**config.mk**
```make
export PLATFORM = sky130hd
export DESIGN_NAME = dualshock_responder
export DESIGN_NICKNAME = d
export VERILOG_FILES = /design/src/rtl/dualshock_responder.sv
export SDC_FILE = /design/constraint.sdc
export NUM_CORES = 1
export LEC_CHECK = 0
export ABC_CLOCK_PERIOD_IN_PS = 2720
export BUFFER_PORTS_ARGS = -buffer_cell sky130_fd_sc_hd__buf_2
export CORE_ASPECT_RATIO = 1.2
export CORE_MARGIN = 1.5
export CORE_UTILIZATION = 35
export CTS_CLUSTER_DIAMETER = 80
export DETAILED_ROUTE_END_ITERATION = 10
export GPL_ROUTABILITY_DRIVEN = 1
export PLACE_DENSITY = 0.62
export SLEW_MARGIN = 25
export SYNTH_ARGS = -nofsm -noshare
export SYNTH_HDL_FRONTEND = slang
export SYNTH_SLANG_ARGS = --single-unit
```
**constraint.sdc**
```tcl
create_clock -name I_CLK -period 2.72 [get_ports I_CLK]
set_input_delay 0.136 -clock I_CLK [delete_from_list [all_inputs] [get_ports I_CLK]]
set_output_delay 0.136 -clock I_CLK [all_outputs]
set_load 0.005 [all_outputs]
```
**src/rtl/dualshock_responder.sv**
```systemverilog
// dualshock_responder: pad-side DualShock/PSX serial responder.
// Oversamples psCLK/psSEL/psTXD in the I_CLK domain.
module dualshock_responder #(
    parameter int ACK_DELAY = 75,
    parameter int ACK_WIDTH = 50
) (
    input  logic        I_CLK,
    input  logic        I_RSTn,
    input  logic        I_psCLK,
    input  logic        I_psSEL,
    input  logic        I_psTXD,
    output logic        O_psRXD,
    output logic        O_psACK,
    input  logic [15:0] I_BTN,
    input  logic [7:0]  I_RX,
    input  logic [7:0]  I_RY,
    input  logic [7:0]  I_LX,
    input  logic [7:0]  I_LY,
    input  logic        I_ANALOG,
    output logic        O_VIB_SMALL,
    output logic [7:0]  O_VIB_LARGE,
    output logic        O_ACTIVE
);

    localparam int AMAX = (ACK_DELAY > ACK_WIDTH) ? ACK_DELAY : ACK_WIDTH;
    localparam int CW = (AMAX < 2) ? 1 : $clog2(AMAX + 1);
    localparam logic [CW-1:0] DLY_END = CW'(ACK_DELAY - 1);
    localparam logic [CW-1:0] WID_END = CW'(ACK_WIDTH - 1);

    typedef enum logic [2:0] {
        S_IDLE,
        S_XFER,
        S_ACK_WAIT,
        S_ACK,
        S_DONE,
        S_ABORT
    } state_t;

    state_t        state_q, state_d;
    logic [2:0]    clk_s_q, sel_s_q;
    logic [1:0]    txd_s_q;
    logic [2:0]    bit_q, bit_d;
    logic [3:0]    idx_q, idx_d;
    logic [7:0]    rxsh_q, rxsh_d;
    logic [CW-1:0] cnt_q, cnt_d;
    logic [15:0]   btn_q, btn_d;
    logic [7:0]    arx_q, arx_d, ary_q, ary_d;
    logic [7:0]    alx_q, alx_d, aly_q, aly_d;
    logic          analog_q, analog_d;
    logic [7:0]    vib0_q, vib0_d, vib1_q, vib1_d;
    logic          complete_q, complete_d;
    logic          rxd_q, rxd_d, ack_q, ack_d;
    logic          vsm_q, vsm_d;
    logic [7:0]    vlg_q, vlg_d;

    logic       clk_fall, clk_rise, sel_fall, sel_rise;
    logic       shifting;
    logic [7:0] rx_next, tx_byte;
    logic [3:0] last_idx;

    assign clk_fall = clk_s_q[2] & ~clk_s_q[1];
    assign clk_rise = ~clk_s_q[2] & clk_s_q[1];
    assign sel_fall = sel_s_q[2] & ~sel_s_q[1];
    assign sel_rise = ~sel_s_q[2] & sel_s_q[1];
    assign rx_next  = {txd_s_q[1], rxsh_q[7:1]};
    assign last_idx = analog_q ? 4'd8 : 4'd4;
    assign shifting = (state_q == S_XFER) || (state_q == S_ACK_WAIT) ||
                      (state_q == S_ACK);

    always_comb begin
        tx_byte = aly_q;
        unique case (idx_q)
            4'd0:    tx_byte = 8'hFF;
            4'd1:    tx_byte = analog_q ? 8'h73 : 8'h41;
            4'd2:    tx_byte = 8'h5A;
            4'd3:    tx_byte = btn_q[7:0];
            4'd4:    tx_byte = btn_q[15:8];
            4'd5:    tx_byte = arx_q;
            4'd6:    tx_byte = ary_q;
            4'd7:    tx_byte = alx_q;
            default: tx_byte = aly_q;
        endcase
    end

    always_comb begin
        state_d    = state_q;
        bit_d      = bit_q;
        idx_d      = idx_q;
        rxsh_d     = rxsh_q;
        cnt_d      = cnt_q;
        btn_d      = btn_q;
        arx_d      = arx_q;
        ary_d      = ary_q;
        alx_d      = alx_q;
        aly_d      = aly_q;
        analog_d   = analog_q;
        vib0_d     = vib0_q;
        vib1_d     = vib1_q;
        complete_d = complete_q;
        rxd_d      = rxd_q;
        ack_d      = ack_q;
        vsm_d      = vsm_q;
        vlg_d      = vlg_q;
        if (sel_rise) begin
            // SEL release wins over anything else happening this cycle
            state_d    = S_IDLE;
            rxd_d      = 1'b1;
            ack_d      = 1'b1;
            complete_d = 1'b0;
            if (complete_q) begin
                vsm_d = (vib0_q == 8'hFF);
                vlg_d = vib1_q;
            end
        end else begin
            if (shifting && clk_fall) begin
                rxd_d = tx_byte[bit_q];
            end
            if (shifting && clk_rise) begin
                rxsh_d = rx_next;
                bit_d  = bit_q + 3'd1;
            end
            unique case (state_q)
                S_IDLE: begin
                    if (sel_fall) begin
                        btn_d    = I_BTN;
                        arx_d    = I_RX;
                        ary_d    = I_RY;
                        alx_d    = I_LX;
                        aly_d    = I_LY;
                        analog_d = I_ANALOG;
                        bit_d    = 3'd0;
                        idx_d    = 4'd0;
                        cnt_d    = '0;
                        state_d  = S_XFER;
                    end
                end
                S_XFER: begin
                    if (clk_rise && bit_q == 3'd7) begin
                        if ((idx_q == 4'd0 && rx_next != 8'h01) ||
                            (idx_q == 4'd1 && rx_next != 8'h42)) begin
                            state_d = S_ABORT;
                            rxd_d   = 1'b1;
                        end else begin
                            if (idx_q == 4'd3) vib0_d = rx_next;
                            if (idx_q == 4'd4) vib1_d = rx_next;
                            if (idx_q == last_idx) begin
                                complete_d = 1'b1;
                                state_d    = S_DONE;
                                rxd_d      = 1'b1;
                            end else begin
                                state_d = S_ACK_WAIT;
                                cnt_d   = '0;
                            end
                        end
                    end
                end
                S_ACK_WAIT: begin
                    if (cnt_q == DLY_END) begin
                        state_d = S_ACK;
                        ack_d   = 1'b0;
                        cnt_d   = '0;
                    end else begin
                        cnt_d = cnt_q + 1'b1;
                    end
                end
                S_ACK: begin
                    if (cnt_q == WID_END) begin
                        state_d = S_XFER;
                        ack_d   = 1'b1;
                        cnt_d   = '0;
                        idx_d   = (idx_q == 4'd8) ? 4'd8 : idx_q + 4'd1;
                    end else begin
                        cnt_d = cnt_q + 1'b1;
                    end
                end
                S_DONE:  rxd_d = 1'b1;
                S_ABORT: rxd_d = 1'b1;
                default: state_d = S_IDLE;
            endcase
        end
    end

    always_ff @(posedge I_CLK or negedge I_RSTn) begin
        if (!I_RSTn) begin
            clk_s_q    <= '1;
            sel_s_q    <= '1;
            txd_s_q    <= '1;
            state_q    <= S_IDLE;
            bit_q      <= '0;
            idx_q      <= '0;
            rxsh_q     <= '0;
            cnt_q      <= '0;
            btn_q      <= '1;
            arx_q      <= 8'h80;
            ary_q      <= 8'h80;
            alx_q      <= 8'h80;
            aly_q      <= 8'h80;
            analog_q   <= 1'b0;
            vib0_q     <= '0;
            vib1_q     <= '0;
            complete_q <= 1'b0;
            rxd_q      <= 1'b1;
            ack_q      <= 1'b1;
            vsm_q      <= 1'b0;
            vlg_q      <= '0;
        end else begin
            clk_s_q    <= {clk_s_q[1:0], I_psCLK};
            sel_s_q    <= {sel_s_q[1:0], I_psSEL};
            txd_s_q    <= {txd_s_q[0], I_psTXD};
            state_q    <= state_d;
            bit_q      <= bit_d;
            idx_q      <= idx_d;
            rxsh_q     <= rxsh_d;
            cnt_q      <= cnt_d;
            btn_q      <= btn_d;
            arx_q      <= arx_d;
            ary_q      <= ary_d;
            alx_q      <= alx_d;
            aly_q      <= aly_d;
            analog_q   <= analog_d;
            vib0_q     <= vib0_d;
            vib1_q     <= vib1_d;
            complete_q <= complete_d;
            rxd_q      <= rxd_d;
            ack_q      <= ack_d;
            vsm_q      <= vsm_d;
            vlg_q      <= vlg_d;
        end
    end

    assign O_psRXD     = rxd_q;
    assign O_psACK     = ack_q;
    assign O_VIB_SMALL = vsm_q;
    assign O_VIB_LARGE = vlg_q;
    assign O_ACTIVE    = (state_q != S_IDLE) && (state_q != S_ABORT);

endmodule

```
; ---- Word level (Yosys, flattened, before mapping)
; Index checks and enable logic that the tools add are counted.
[op_classes]
addsub = 3
order_cmp = 1
n_eq_ne = 32
n_mux = 42
bitwise_logic = 10
n_reduce_logical = 29
[op_table]
columns = op, count
row1 = $pmux W8 S8, 1
row2 = $mux W7, 6
row3 = $mux W3, 10
row4 = $pmux W7 S4, 1
row5 = $eq A4 B3 Y1 const B, 4
row6 = $mux W4, 4
row7 = $pmux W3 S5, 1
row8 = $reduce_and A5 Y1, 3
row9 = $mux W1, 14
row10 = $eq A3 B3 Y1 const B, 3
row11 = $ne A3 B2 Y1 const B, 3
row12 = $eq A4 B2 Y1 const B, 2
row13 = $eq A8 B8 Y1 const B, 1
row14 = $ne A2 B2 Y1 const B, 4
row15 = $ne A8 B1 Y1 const B, 1
row16 = $ne A8 B7 Y1 const B, 1
row17 = $pmux W4 S2, 1
row18 = $reduce_and A4 Y1, 2
row19 = $reduce_bool A2 Y1, 4
row20 = $add A7 B1 Y7 const B, 1
row21 = $eq A7 B6 Y1 const B, 1
row22 = $eq A7 B7 Y1 const B, 1
row23 = $eq A3 B2 Y1 const B, 2
row24 = $logic_and A1 B1 Y1, 6
row25 = other kinds (23), 40
[word_totals]
register_bits = 110
input_bits = 54
out_inout_bits = 12
wordCells = 138

; ---- Longest topological paths before layout
; Gate-level depths: netlist (run 1).
[depth]
ltp_word = 10
mapped_depth = 9
ltp_nobuf = 8

; ---- Worst setup path before layout (run 1)
; Ideal clock, no wire load.
[synth_path]
path_type = reg2reg
start = reg idx_q[0]
end = reg cnt_q[4]
setup_ns = 0.133
arrival_ns = 1.926
required_ns = 2.587
setup_slack_ns = 0.662
stages_incl_launch_ff = 9
n_path_buf = 0
synth_period_minus_slack_ns = 2.058
cell_sequence = dfrtp_1 > inv_1 > ha_1 > nor4bb_1 > o211ai_1 > a221o_1 > a31o_2 > o21ai_1 > o31ai_1
[synth_via]
elab_chain_len = 5
word_cells_on_any_way = 9
cone_classes = eq/ne (4) / reduce/logical (5)
[synth_lines]
columns = element, line
row1 = "start, declared", 43  ; logic [3:0] idx_q, idx_d;
row2 = "start signal, assigned", 212  ; idx_q <= idx_d;
row3 = $eq A4 B1 Y1 / $logic_not A4 Y1 (equally long branches), "140, 139"
row4 = "$logic_and A1 B1 Y1, on equally long branches", "140, 139"
row5 = $logic_or A1 B1 Y1, 139  ; if ((idx_q == 4'd0 && rx_next != 8'h01) ||
row6 = $ne A2 B2 Y1 (no line), --
row7 = $reduce_and A6 Y1 (no line) (*), --
row8 = "end signal, assigned", 214  ; cnt_q <= cnt_d;
row9 = "end, declared", 45  ; logic [CW-1:0] cnt_q, cnt_d;
; Every way passes the cells marked *; elsewhere a longest branch is shown, timed or not.
; A chain may end at the register's enable or synchronous reset.

; ---- Final worst setup path (run 1)
[layout_path]
start = reg idx_q[0]
end = reg rxd_q (netlist: O_psRXD)
[layout_via]
elab_chain_len = 10
word_cells_on_any_way = 21
cone_classes = eq/ne (8) / mux (9) / reduce/logical (4)
[layout_lines]
columns = element, line
row1 = "$eq A4 B3 Y1, or another cell as far along", 72  ; unique case (idx_q)
row2 = $pmux W8 S8, 72
row3 = $bmux W1 S3, 116  ; rxd_d = tx_byte[bit_q];
row4 = $mux W1 (not written as such), 116
row5 = $mux W1, 115  ; if (shifting && clk_fall) begin
row6 = $mux W1, 146  ; if (idx_q == last_idx) begin
row7 = $mux W1, 139
row8 = $mux W1, 138  ; if (clk_rise && bit_q == 3'd7) begin
row9 = $pmux W1 S2 (*), 122  ; unique case (state_q)
row10 = $mux W1 (*), 104  ; if (sel_rise) begin
row11 = via rxd_d, 52  ; logic rxd_q, rxd_d, ack_q, ack_d;
row12 = "end signal, assigned", 224  ; rxd_q <= rxd_d;
row13 = "end, declared", 52
; The timed path passes the listed nets; every way through them passes the cells marked *. The select of a mux whose other input is x is not followed.

==> summary.md, run 1 <==
| Metric | Value |
|---|---|
| Routing usage on met3 | 0.0270 |
| Met2 Use GR | 0.283 |
| Total GRT Usage | 0.163 |
| Synth Area in Compound Gates | 0.120 |
| Multi-input combinational cell area | approximately 0.0023 mm² |
| Synthesized area per cell | about 12 µm² |
| Synth Instances | around 420 |
| WL final | between 10000 and 15000 µm |
| Busiest grt layer | met2 |
| Worst Setup SP | idx_q[0]$_DFFE_PN0P_ |
| CTS tree | built |
| Area growth, synth to finish | 18.9% |
| Max Transition Viols Final | 0 |
| Netlist Area Pre-Place | 0.00522 mm² |
| Die area | approximately 0.016 mm² |
| Cell Rows | 48 |
| Synth Area in XOR/XNOR | 0.00168 |
| Number of nets in the layout | approximately 560 |
| HP Class | input pin to register |
| Synth Area in Adders | 0.0311 |
| Final Cell Area | about 0.0062 mm² |
| RR Startpoint | idx_q[0]$_DFFE_PN0P_ |
| Setup tns final | 0 ns |
| Least-Margin Pin Slew | between 0.8 and 0.9 ns |
| RSZ-0062 raised after global routing | no |
| Critical Path RT | 2.97 ns |
| Number of synthesized flops with an enable pin | 0 |
| FF-to-FF path depth | 6 |
| Initial drt markers | ~230 |
| F_max | ~400 MHz |
| First-pass GRT wire length | 19700 µm |
| Starting Density | 0.361 |
| Asr flop ratio synth | 1.00 |
| Crit. End Element | register |
| DRC viols | 0 |
| Root Driver | clkbuf_16 |
| Setup WS pre-CTS | around 0.29 ns |
| Endpoints failing setup | 0 |
| Hpwl dp | 8110 µm |
| PD cells | between 800 and 900 mW/mm² |
| Fillers | about 1400 |
| # IOs | 66 |
| Layout Skew | 0.00807 ns |
| Leading cell type in the layout, fill and taps excluded | dfrtp_1 |
| Final WS setup | around 0.21 ns |
| Reg clk slew, reported paths | ~0.070 ns |
| H-tree depth | 3 |
| Commonest non-fill, non-tap cells in the layout | dfrtp_1 (79), mux2_2 (73), buf_2 (64) |
| Simple logic cell fraction of the synthesized area | 0.107 |
| Syn_nets | 489 |
| Type of origin of the critical path | register |
| Switch Pwr | approximately 0.0014 W |
| Relative slew slack | 0.462 |
| Sequential cell area fraction in the yosys report | 0.529 |
| Placed Area | between 0.005 and 0.006 mm² |
| 1st-pass router iterations | 4 |
| Hold Path Depth | 2 |
| CTS-repair resized insts | 0 |
| Status | complete, no violations |
| Antenna violations before repair | 0 |
| Synth warnings | 0 |
| Vias in the first global route | slightly below 4000 |
| Yosys reg bits | roughly 110 |
| Clock Latency Late Sink | approximately 0.35 ns |
| Peak supply drop | roughly 420 µV |
| Vias per cell | between 5 and 6 |
| Area fraction of the dominant cell type after synthesis | 0.379 |
| Setup Buffers After CTS | 0 |
| Internal | 0.00367 W |
| Clock buffer depth | 2 |
| Share of power burned in registers | 0.513 |
| Largest family of logic cells by synthesized area | multiplexers |
| Core Area | 0.0145 mm² |
| Largest net degree at the start of global routing | 62 |
| Ant diodes | 0 |
| Met1 layer usage reported by global route | 0.197 |
| Mux cell area share after synthesis | 0.185 |
| Routed len/inst | 16.3 µm |
| Crit Path Category | register to register |
| Period utilisation layout | 0.923 |
| Tmin final | 2.51 ns |
| Vias | 3597 |
| Sw Share | 0.281 |
| Critical-path maximum fanout | 19 |
| CTS Sinks | 109 |
| Gr ovfl total | 0 |
| Main area contributors after synthesis | dfrtp_1 (38%), mux2_2 (16%), dfstp_2 (15%) |
| Post-synth top flop | dfrtp_1 |
| Clock power frac | 0.281 |
| FF/Latch Area | 0.00277 mm² |
| P_leak | about 2.7 nW |
| Die Wd | around 110 µm |
| Hold_sp | I_RX[2] |
| CTS hold repair buffers | 11 |
| Share of cells above drive strength 1 | 0.421 |
| RePlAce Congestion | approximately 0.85 |
| Netlist cell types | 70 |
| PortBufs | 65 |
| CTS Buf Count | 9 |
| Final core occ | 0.429 |
| Fin. Hold Viols | 0 |
| Synth area leader | dfrtp_1 |
| Combinational fraction of design power | 0.207 |
| Max-Cap Viols | 0 |
| Die Y | ~140 µm |
| Critical Path AT | 2.76 ns |
| Remaining antenna violation count | 0 |
==> per-stage QoR <==
step | power (W) | hold slack (ns) | instances
after floorplan | 0.00332 | -0.160 | 422
after global placement | 0.00365 | 0.245 | 674
after detailed placement | 0.00371 | 0.243 | 674
after CTS | 0.00516 | 0.00101 | 701
after global routing | 0.00543 | 0.00321 | 701
final | 0.00510 | 0.0144 | 701
==> state kept, by name, indices dropped and copies added, names as in the netlist, 4 cells and up <==
register / cells
O_VIB_LARGE: 8
aly_q: 8
cnt_q: 7
ary_q: 8
arx_q: 8
idx_q: 4
btn_q: 16
vib1_q: 8
vib0_q: 8
alx_q: 8
rxsh_q: 7
==> layer usage <==
metal / up-vias / wire length (µm)
met5: - / 0
met2: 72 / 5920
met4: 0 / 158
met1: 1803 / 4980
met3: 10 / 377
li1: 1712 / -
==> path summary, 6_finish.rpt <==
check	endpoint	slack (ns)
max in group asynchronous	O_psACK$_DFFE_PN1P_	1.52
setup / recovery	O_psRXD$_DFF_PN1_	0.21
min in group asynchronous	O_VIB_LARGE[2]$_DFFE_PN0P_	0.41
setup reg to reg	O_psRXD$_DFF_PN1_	0.21
hold reg to reg	sel_s_q[1]$_DFF_PN1_	0.35
hold / removal	arx_q[2]$_DFFE_PN0P_	0.01
==> power by group through the flow <==
stage	registers, W	clock network (W)	logic, W
after global placement	0.00263	0	0.00101
after detailed placement	0.00265	0	0.00105
after floorplan	0.00244	0	0.000887
after CTS	0.00263	0.00146	0.00107
after global routing	0.00271	0.00154	0.00118
final	0.00261	0.00143	0.00105
==> cells in the mapped netlist, drive strengths merged, types with 2 or more instances <==
cell / instances
nor4b: 3
mux2: 83
nand2: 25
nor2: 22
o21ai: 22
a211oi: 5
dfstp: 30
a22oi: 6
or2: 3
a222oi: 5
mux2i: 3
nor2b: 6
and3: 2
o31ai: 4
a31o: 3
nand4: 5
nand2b: 2
nor3: 4
nand4b: 3
inv: 8
o22ai: 2
o21bai: 3
ha: 13
a221o: 2
nor4: 2
and2: 3
nand3: 9
a2111oi: 2
nand3b: 5
dfrtp: 79
a21oi: 11
a31oi: 7
clkbuf: 4
buf: 17
o211ai: 2
==> critical path: stages (launching register included) <==
cell,delay [ns]
dfrtp_1,0.45
ha_1,0.72
a222oi_1,0.28
o2111a_1,0.30
a32oi_1,0.21
o32ai_1,0.11
o41ai_2,0.33
==> cell families after synthesis <==
family / Yosys count
flip-flops: 109
XOR/XNOR: 1
adder cells (fa/ha/maj): 13
multiplexers: 86
AND/OR/NAND/NOR: 98
buffers and inverters: 29
AO/OA/AOI/OAI: 86
==> area by class of cell <==
type                    count  share of cell area
inverters                   8             0.00483
well taps                 200              0.0403
clock buffers              11              0.0391
repair buffers             84              0.0822
flip-flops and latches    109               0.445
multi-input cells         284               0.375
clock inverters             5              0.0131
Power figures use the tool's default switching activity.
==> inputs of run 2 (changes only) <==
PLACE_DENSITY = default   (was 0.62)
==> run 2 against run 1 <==
Effect of this change: power shrank 3.3%; first-iteration DRC count shrank 21%; critical path type unchanged; maximum frequency grew 0.85%; combinational power is essentially flat; largest cell class unchanged; setup slack gained 0.021 ns.
==> summary.md, run 2 (same netlist as run 1, synthesis figures left out) <==
| Metric | Value |
|---|---|
| Clock buffer depth | 2 (unchanged) |
| Number of nets in the layout | 572 (was 563) |
| Critical-path maximum fanout | 12 (was 19) |
| Fillers | 1337 (was 1363) |
| CTS-repair resized insts | 0 (unchanged) |
| Antenna violations before repair | 0 (unchanged) |
| Status | complete, no violations (unchanged) |
| Gr ovfl total | 0 (unchanged) |
| PortBufs | 65 (unchanged) |
| Placed Area | 0.00577 mm² (was 0.00578 mm²) |
| RSZ-0062 raised after global routing | no (unchanged) |
| Met1 WL | 5070 µm (was 4980 µm) |
| CTS Buf Count | 9 (unchanged) |
| Peak supply drop | 481 µV (was 422 µV) |
| Period utilisation layout | 0.915 (was 0.923) |
| Setup tns final | 0 ns (unchanged) |
| Core Area | 0.0145 mm² (unchanged) |
| HP Class | input pin to register (unchanged) |
| DRC viols | 0 (unchanged) |
| PD cells | 788 mW/mm² (was 821 mW/mm²) |
| Area growth, synth to finish | 19.8% (was 18.9%) |
| Max-Cap Viols | 0 (unchanged) |
| Endpoints failing setup | 0 (unchanged) |
| Hpwl dp | 7960 µm (was 8110 µm) |
| P_leak | 2.75 nW (was 2.73 nW) |
| Die Y | 137 µm (unchanged) |
| Initial drt markers | 180 (was 229) |
| Remaining antenna violation count | 0 (unchanged) |
| H-tree depth | 3 (unchanged) |
| R2R setup slack | 0.23 ns (was 0.21 ns) |
| Max Used Layer | met4 (unchanged) |
| Root Driver | clkbuf_16 (unchanged) |
| Die Wd | 115 µm (unchanged) |
| Crit. End Element | register (unchanged) |
| Die area | 0.0157 mm² (unchanged) |
| Cell Rows | 48 (unchanged) |
| WL final | 11400 µm (about the same) |
| 1st-pass router iterations | 4 (unchanged) |
| CTS tree | built (unchanged) |
| Critical Path AT | 2.77 ns (was 2.76 ns) |
| # IOs | 66 (unchanged) |
| Vias in the first global route | 3886 (was 3919) |
| Crit Path Category | register to register (unchanged) |
| Critical Path RT | 3.00 ns (was 2.97 ns) |
| F_max | 402 MHz (was 398 MHz) |
| Leading cell type in the layout, fill and taps excluded | dfrtp_1 (unchanged) |
| CTS hold repair buffers | 21 (was 11) |
| Reg clk slew, reported paths | 0.07 ns (about the same) |
| Final Cell Area | 0.00626 mm² (was 0.00621 mm²) |
| Least-Margin Pin Slew | 0.779 ns (was 0.806 ns) |
| Max reg flops | 16 (unchanged) |
| First-pass GRT wire length | 19300 µm (was 19700 µm) |
| Tmin final | 2.49 ns (was 2.51 ns) |
| Vias | 3625 (was 3597) |
| Ant diodes | 0 (unchanged) |
| Relative slew slack | 0.481 (was 0.462) |
| Layout Skew | 0.00678 ns (was 0.00807 ns) |
| Setup Buffers After CTS | 0 (unchanged) |
| Max Transition Viols Final | 0 (unchanged) |
| Vias per cell | 5.11 (was 5.13) |
| Share of cells above drive strength 1 | 0.412 (was 0.421) |
| Largest net degree at the start of global routing | 58 (was 62) |
| Routed len/inst | 16.0 µm (was 16.3 µm) |
| Fin. Hold Viols | 0 (unchanged) |
| WL met2 | 5650 µm (was 5920 µm) |
| Biggest register | btn_q (unchanged) |
| Commonest non-fill, non-tap cells in the layout | dfrtp_1 (79), mux2_2 (73), buf_2 (64) (unchanged) |
| Clock Latency Late Sink | 0.36 ns (was 0.35 ns) |
| CTS Sinks | 109 (unchanged) |
| Met3 wire length | 376 µm (was 377 µm) |
| RePlAce Congestion | 0.787 (was 0.846) |
| Total GRT Usage | 0.160 (was 0.163) |
| Type of origin of the critical path | register (unchanged) |
| Starting Density | 0.361 (unchanged) |
-- run 2: power by group --
group	total (W)	switching, W	internal [W]
clock	0.00126	0.000607	0.000649
sequential	0.00261	0.000405	0.00221
combinational	0.00106	0.000430	0.000630
total	0.00493	0.00144	0.00349
-- run 2: metal layers --
metal,global-route usage,up-vias
met4,0.0743,0
met2,0.273,77
li1,-,1735
met3,0.0319,14
met1,0.195,1799
met5,0,-
-- run 2: critical path, stage by stage, from the launching register on --
cell,delay [ns]
dfrtp_1,0.45
inv_1,0.11
ha_1,0.40
a222oi_1,0.42
a31oi_1,0.17
nor3b_1,0.30
nor3_2,0.08
o32ai_1,0.34
o41ai_2,0.13
-- run 2: cell type report --
class / count / area (µm²) / share of cell area
Tap cell: 200 / 250 / 0.0400
Sequential cell: 109 / 2770 / 0.442
Clock inverter: 5 / 35.0 / 0.00560
Clock buffer: 11 / 243 / 0.0388
Multi-Input combinational cell: 284 / 2330 / 0.373
Timing Repair Buffer: 93 / 603 / 0.0964
Inverter: 8 / 30.0 / 0.00480
-- run 2: metrics by stage --
step	setup WS (ns)	cells	total power, W	util	hold slack (ns)
2_1_floorplan	0.662	422	0.00332	-	-0.160
3_3_place_gp	0.298	673	0.00364	0.399	0.237
3_5_place_dp	0.231	673	0.00369	0.399	0.243
4_1_cts	0.197	710	0.00500	0.432	0.000543
5_1_grt	0.0825	710	0.00523	0.432	0.00491
6_report	0.230	710	0.00493	0.432	0.0115
-- run 2: worst paths after layout --
path,to,depth (start not counted),start
setup reg to reg,O_psRXD$_DFF_PN1_,8,idx_q[0]$_DFFE_PN0P_
setup / recovery,O_psRXD$_DFF_PN1_,8,idx_q[0]$_DFFE_PN0P_
hold / removal,ary_q[4]$_DFFE_PN0P_,2,I_RY[4]
max in group asynchronous,btn_q[1]$_DFFE_PN1P_,3,I_RSTn
hold reg to reg,sel_s_q[1]$_DFF_PN1_,0,sel_s_q[0]$_DFF_PN1_
min in group asynchronous,vib1_q[2]$_DFFE_PN0P_,2,I_RSTn
==> inputs of run 3 (changes only) <==
ABC_AREA = 1   (was default)
==> run 3 against run 2 <==
Effect of this change: via count grew 15%; cell count increased by 19%; flip-flop and latch count stayed put; maximum frequency rose by 6.9%; critical path type unchanged; largest power group unchanged.
==> summary.md, run 3 <==
| Metric | Value |
|---|---|
| PortBufs | 65 (unchanged) |
| Die area | 0.0161 mm² (was 0.0157 mm²) |
| DRC viols | 0 (unchanged) |
| Setup WS pre-CTS | 0.415 ns (was 0.231 ns) |
| Vias | 4159 (was 3625) |
| Synth Instances | 568 (was 422) |
| Internal | 0.00333 W (was 0.00349 W) |
| Critical-path maximum fanout | 16 (was 12) |
| Synth warnings | 0 (unchanged) |
| Post-synth top cells | nand2_1 (114), dfrtp_1 (79), inv_1 (67), mux2_2 (48), nor2_1 (41) (was dfrtp_1 (79), mux2_2 (73), dfstp_2 (30), nand2_1 (25), nor2_1 (19)) |
| CTS Buf Count | 9 (unchanged) |
| Setup tns final | 0 ns (unchanged) |
| Synthesized area per cell | 9.44 µm² (was 12.4 µm²) |
| Status | complete, no violations (unchanged) |
| Relative slew slack | 0.570 (was 0.481) |
| Largest net degree at the start of global routing | 79 (was 58) |
| Count leader, synth | nand2_1 (was dfrtp_1) |
| Synth area leader | dfrtp_1 (unchanged) |
| First-pass GRT wire length | 20000 µm (was 19300 µm) |
| CTS-repair resized insts | 0 (unchanged) |
| Area growth, synth to finish | 16.3% (was 19.8%) |
| Placed Area | 0.00591 mm² (was 0.00577 mm²) |
| Vias per cell | 4.91 (was 5.11) |
| Syn_nets | 635 (was 489) |
| Leading cell type in the layout, fill and taps excluded | nand2_1 (was dfrtp_1) |
| Hpwl dp | 8680 µm (was 7960 µm) |
| Number of nets in the layout | 705 (was 572) |
| FF-to-FF path depth | 8 (unchanged) |
| Peak supply drop | 316 µV (was 481 µV) |
| 1st-pass router iterations | 4 (unchanged) |
| RSZ-0062 raised after global routing | no (unchanged) |
| Sequential cell area fraction in the yosys report | 0.516 (was 0.529) |
| Cell Rows | 49 (was 48) |
| CTS Sinks | 109 (unchanged) |
| Period utilisation layout | 0.856 (was 0.915) |
| Combinational fraction of design power | 0.225 (was 0.215) |
| Max-Cap Viols | 0 (unchanged) |
| Commonest non-fill, non-tap cells in the layout | nand2_1 (113), dfrtp_1 (79), inv_1 (67) (was dfrtp_1 (79), mux2_2 (73), buf_2 (64)) |
| Biggest register | btn_q (unchanged) |
| Fillers | 1500 (was 1337) |
| Fin. Hold Viols | 0 (unchanged) |
| Starting Density | 0.358 (was 0.361) |
| Endpoints failing setup | 0 (unchanged) |
| Main area contributors after synthesis | dfrtp_1 (37%), dfstp_2 (15%), mux2_2 (10%) (was dfrtp_1 (38%), mux2_2 (16%), dfstp_2 (15%)) |
| Clock power frac | 0.266 (was 0.255) |
| Max reg flops | 16 (unchanged) |
| Area fraction of the dominant cell type after synthesis | 0.369 (was 0.379) |
| Final Cell Area | 0.00624 mm² (was 0.00626 mm²) |
| CTS tree | built (unchanged) |
| P_leak | 2.95 nW (was 2.75 nW) |
| RePlAce Congestion | 0.886 (was 0.787) |
| Die Y | 139 µm (was 137 µm) |
| R2R setup slack | 0.39 ns (was 0.23 ns) |
| Post-synth top flop | dfrtp_1 (unchanged) |
| Switch Pwr | 0.00151 W (was 0.00144 W) |
| F_max | 430 MHz (was 402 MHz) |
| Number of synthesized flops with an enable pin | 0 (unchanged) |
| Type of origin of the critical path | register (unchanged) |
| Asr flop ratio synth | 1.00 (unchanged) |
| RR Startpoint | sel_s_q[2]$_DFF_PN1_ (was idx_q[0]$_DFFE_PN0P_) |
| Total GRT Usage | 0.157 (was 0.160) |
| Crit. End Element | register (unchanged) |
| Clock Latency Late Sink | 0.36 ns (about the same) |
| Hold worst-path end | arx_q[4]$_DFFE_PN0P_ (was ary_q[4]$_DFFE_PN0P_) |
| Yosys reg bits | 109 (unchanged) |
| Netlist cell types | 32 (was 70) |
| Layout Skew | 0.00732 ns (was 0.00678 ns) |
| # IOs | 66 (unchanged) |
| End of the worst register-to-register path | vib0_q[0]$_DFFE_PN0P_ (was O_psRXD$_DFF_PN1_) |
| Root Driver | clkbuf_16 (unchanged) |
| Max Transition Viols Final | 0 (unchanged) |
| Critical Path AT | 2.56 ns (was 2.77 ns) |
| Clock buffer depth | 2 (unchanged) |
| Ant diodes | 0 (unchanged) |
| Critical Path RT | 2.96 ns (was 3.00 ns) |
| Hold_sp | I_RX[4] (was I_RY[4]) |
| HP Class | input pin to register (unchanged) |
| Antenna violations before repair | 0 (unchanged) |
| Least-Margin Pin Slew | 0.646 ns (was 0.779 ns) |
| Share of cells above drive strength 1 | 0.294 (was 0.412) |
| Hold Path Depth | 2 (unchanged) |
| Sw Share | 0.312 (was 0.293) |
| Share of power burned in registers | 0.509 (was 0.530) |
| H-tree depth | 3 (unchanged) |
| Initial drt markers | 200 (was 180) |
| PD cells | 776 mW/mm² (was 788 mW/mm²) |
| Gr ovfl total | 0 (unchanged) |
| Netlist Area Pre-Place | 0.00536 mm² (was 0.00522 mm²) |
| Core Area | 0.0150 mm² (was 0.0145 mm²) |
| Reg clk slew, reported paths | 0.08 ns (was 0.07 ns) |
| Tmin final | 2.33 ns (was 2.49 ns) |
| Routed len/inst | 13.9 µm (was 16.0 µm) |
| WL final | 11800 µm (was 11400 µm) |
| Remaining antenna violation count | 0 (unchanged) |
| Die Wd | 116 µm (was 115 µm) |
| Vias in the first global route | 4165 (was 3886) |
| Final WS setup | 0.392 ns (was 0.230 ns) |
| Crit Path Category | register to register (unchanged) |
==> run 3: kinds of logic after synthesis <==
logic type | Yosys count | share of synthesized area
compound gates | 77 | 0.0866
mux | 48 | 0.101
simple gates | 232 | 0.194
flops | 109 | 0.516
buf+inv | 86 | 0.0679
xor+xnor | 3 | 0.00490
fa+ha+maj | 13 | 0.0303
==> run 3: repair_timing <==
item	in CTS	in global routing
endpoints found under the hold margin	27	0
hold buffers	4	0
buffers inserted	0	0
setup endpoints to repair	0	0
==> run 3: worst max path at each step <==
stage / startpoint / to / slack [ns] / cells past startpoint
2_1_floorplan: sel_s_q[2]$_DFF_PN1_ / vib0_q[6]$_DFFE_PN0P_ / 0.81 / 9
3_3_place_gp: sel_s_q[2]$_DFF_PN1_ / vib0_q[6]$_DFFE_PN0P_ / 0.54 / 8
3_5_place_dp: sel_s_q[2]$_DFF_PN1_ / vib0_q[0]$_DFFE_PN0P_ / 0.42 / 8
4_1_cts: sel_s_q[2]$_DFF_PN1_ / vib0_q[0]$_DFFE_PN0P_ / 0.40 / 8
5_1_grt: sel_s_q[2]$_DFF_PN1_ / vib0_q[1]$_DFFE_PN0P_ / 0.18 / 8
6_report: sel_s_q[2]$_DFF_PN1_ / vib0_q[0]$_DFFE_PN0P_ / 0.39 / 8
==> run 3: final cells by class <==
type	instances	area (µm²)	share of cell area
clock buffer	9	225	0.0361
clock inverter	7	63.8	0.0102
inverter	69	259	0.0415
multi-input combinational	373	2240	0.358
sequential	109	2770	0.443
tap	204	255	0.0409
timing repair buffer	76	433	0.0694
==> run 3: metal layers <==
metal	part of all wire	up-vias	GRT usage
li1	-	2045	-
met1	0.44	1979	0.207
met2	0.48	105	0.249
met3	0.044	30	0.0306
met4	0.032	0	0.0719
met5	0	-	0
==> run 3: stage by stage <==
| stage | instances | utilization | hold slack (ns) | total power [W] |
|---|---|---|---|---|
| global placement | 827 | 0.395 | 0.102 | 0.00355 |
| global route | 847 | 0.417 | 0.00101 | 0.00516 |
| finish | 847 | 0.417 | 0.00745 | 0.00484 |
| floorplan | 568 | - | -0.160 | 0.00322 |
| detailed placement | 827 | 0.395 | 0.104 | 0.00359 |
| CTS | 847 | 0.417 | 0.00146 | 0.00489 |
==> run 3: worst max-delay path: stages (launching register included) <==
cell and delay (ns):
dfstp_2 0.55, inv_1 0.04, ha_1 0.23, nor2_1 0.20
inv_1 0.12, nor3_2 0.31, nand4_2 0.45, nand2_1 0.22
o21ai_2 0.08
==> run 3: power groups by stage <==
stage                     registers (W)  logic (W)  clock network [W]
after global placement          0.00248    0.00107                  0
after detailed placement        0.00250    0.00109                  0
after CTS                       0.00246    0.00111            0.00132
final                           0.00246    0.00109            0.00129
after global routing            0.00252    0.00124            0.00140
after floorplan                 0.00238   0.000842                  0
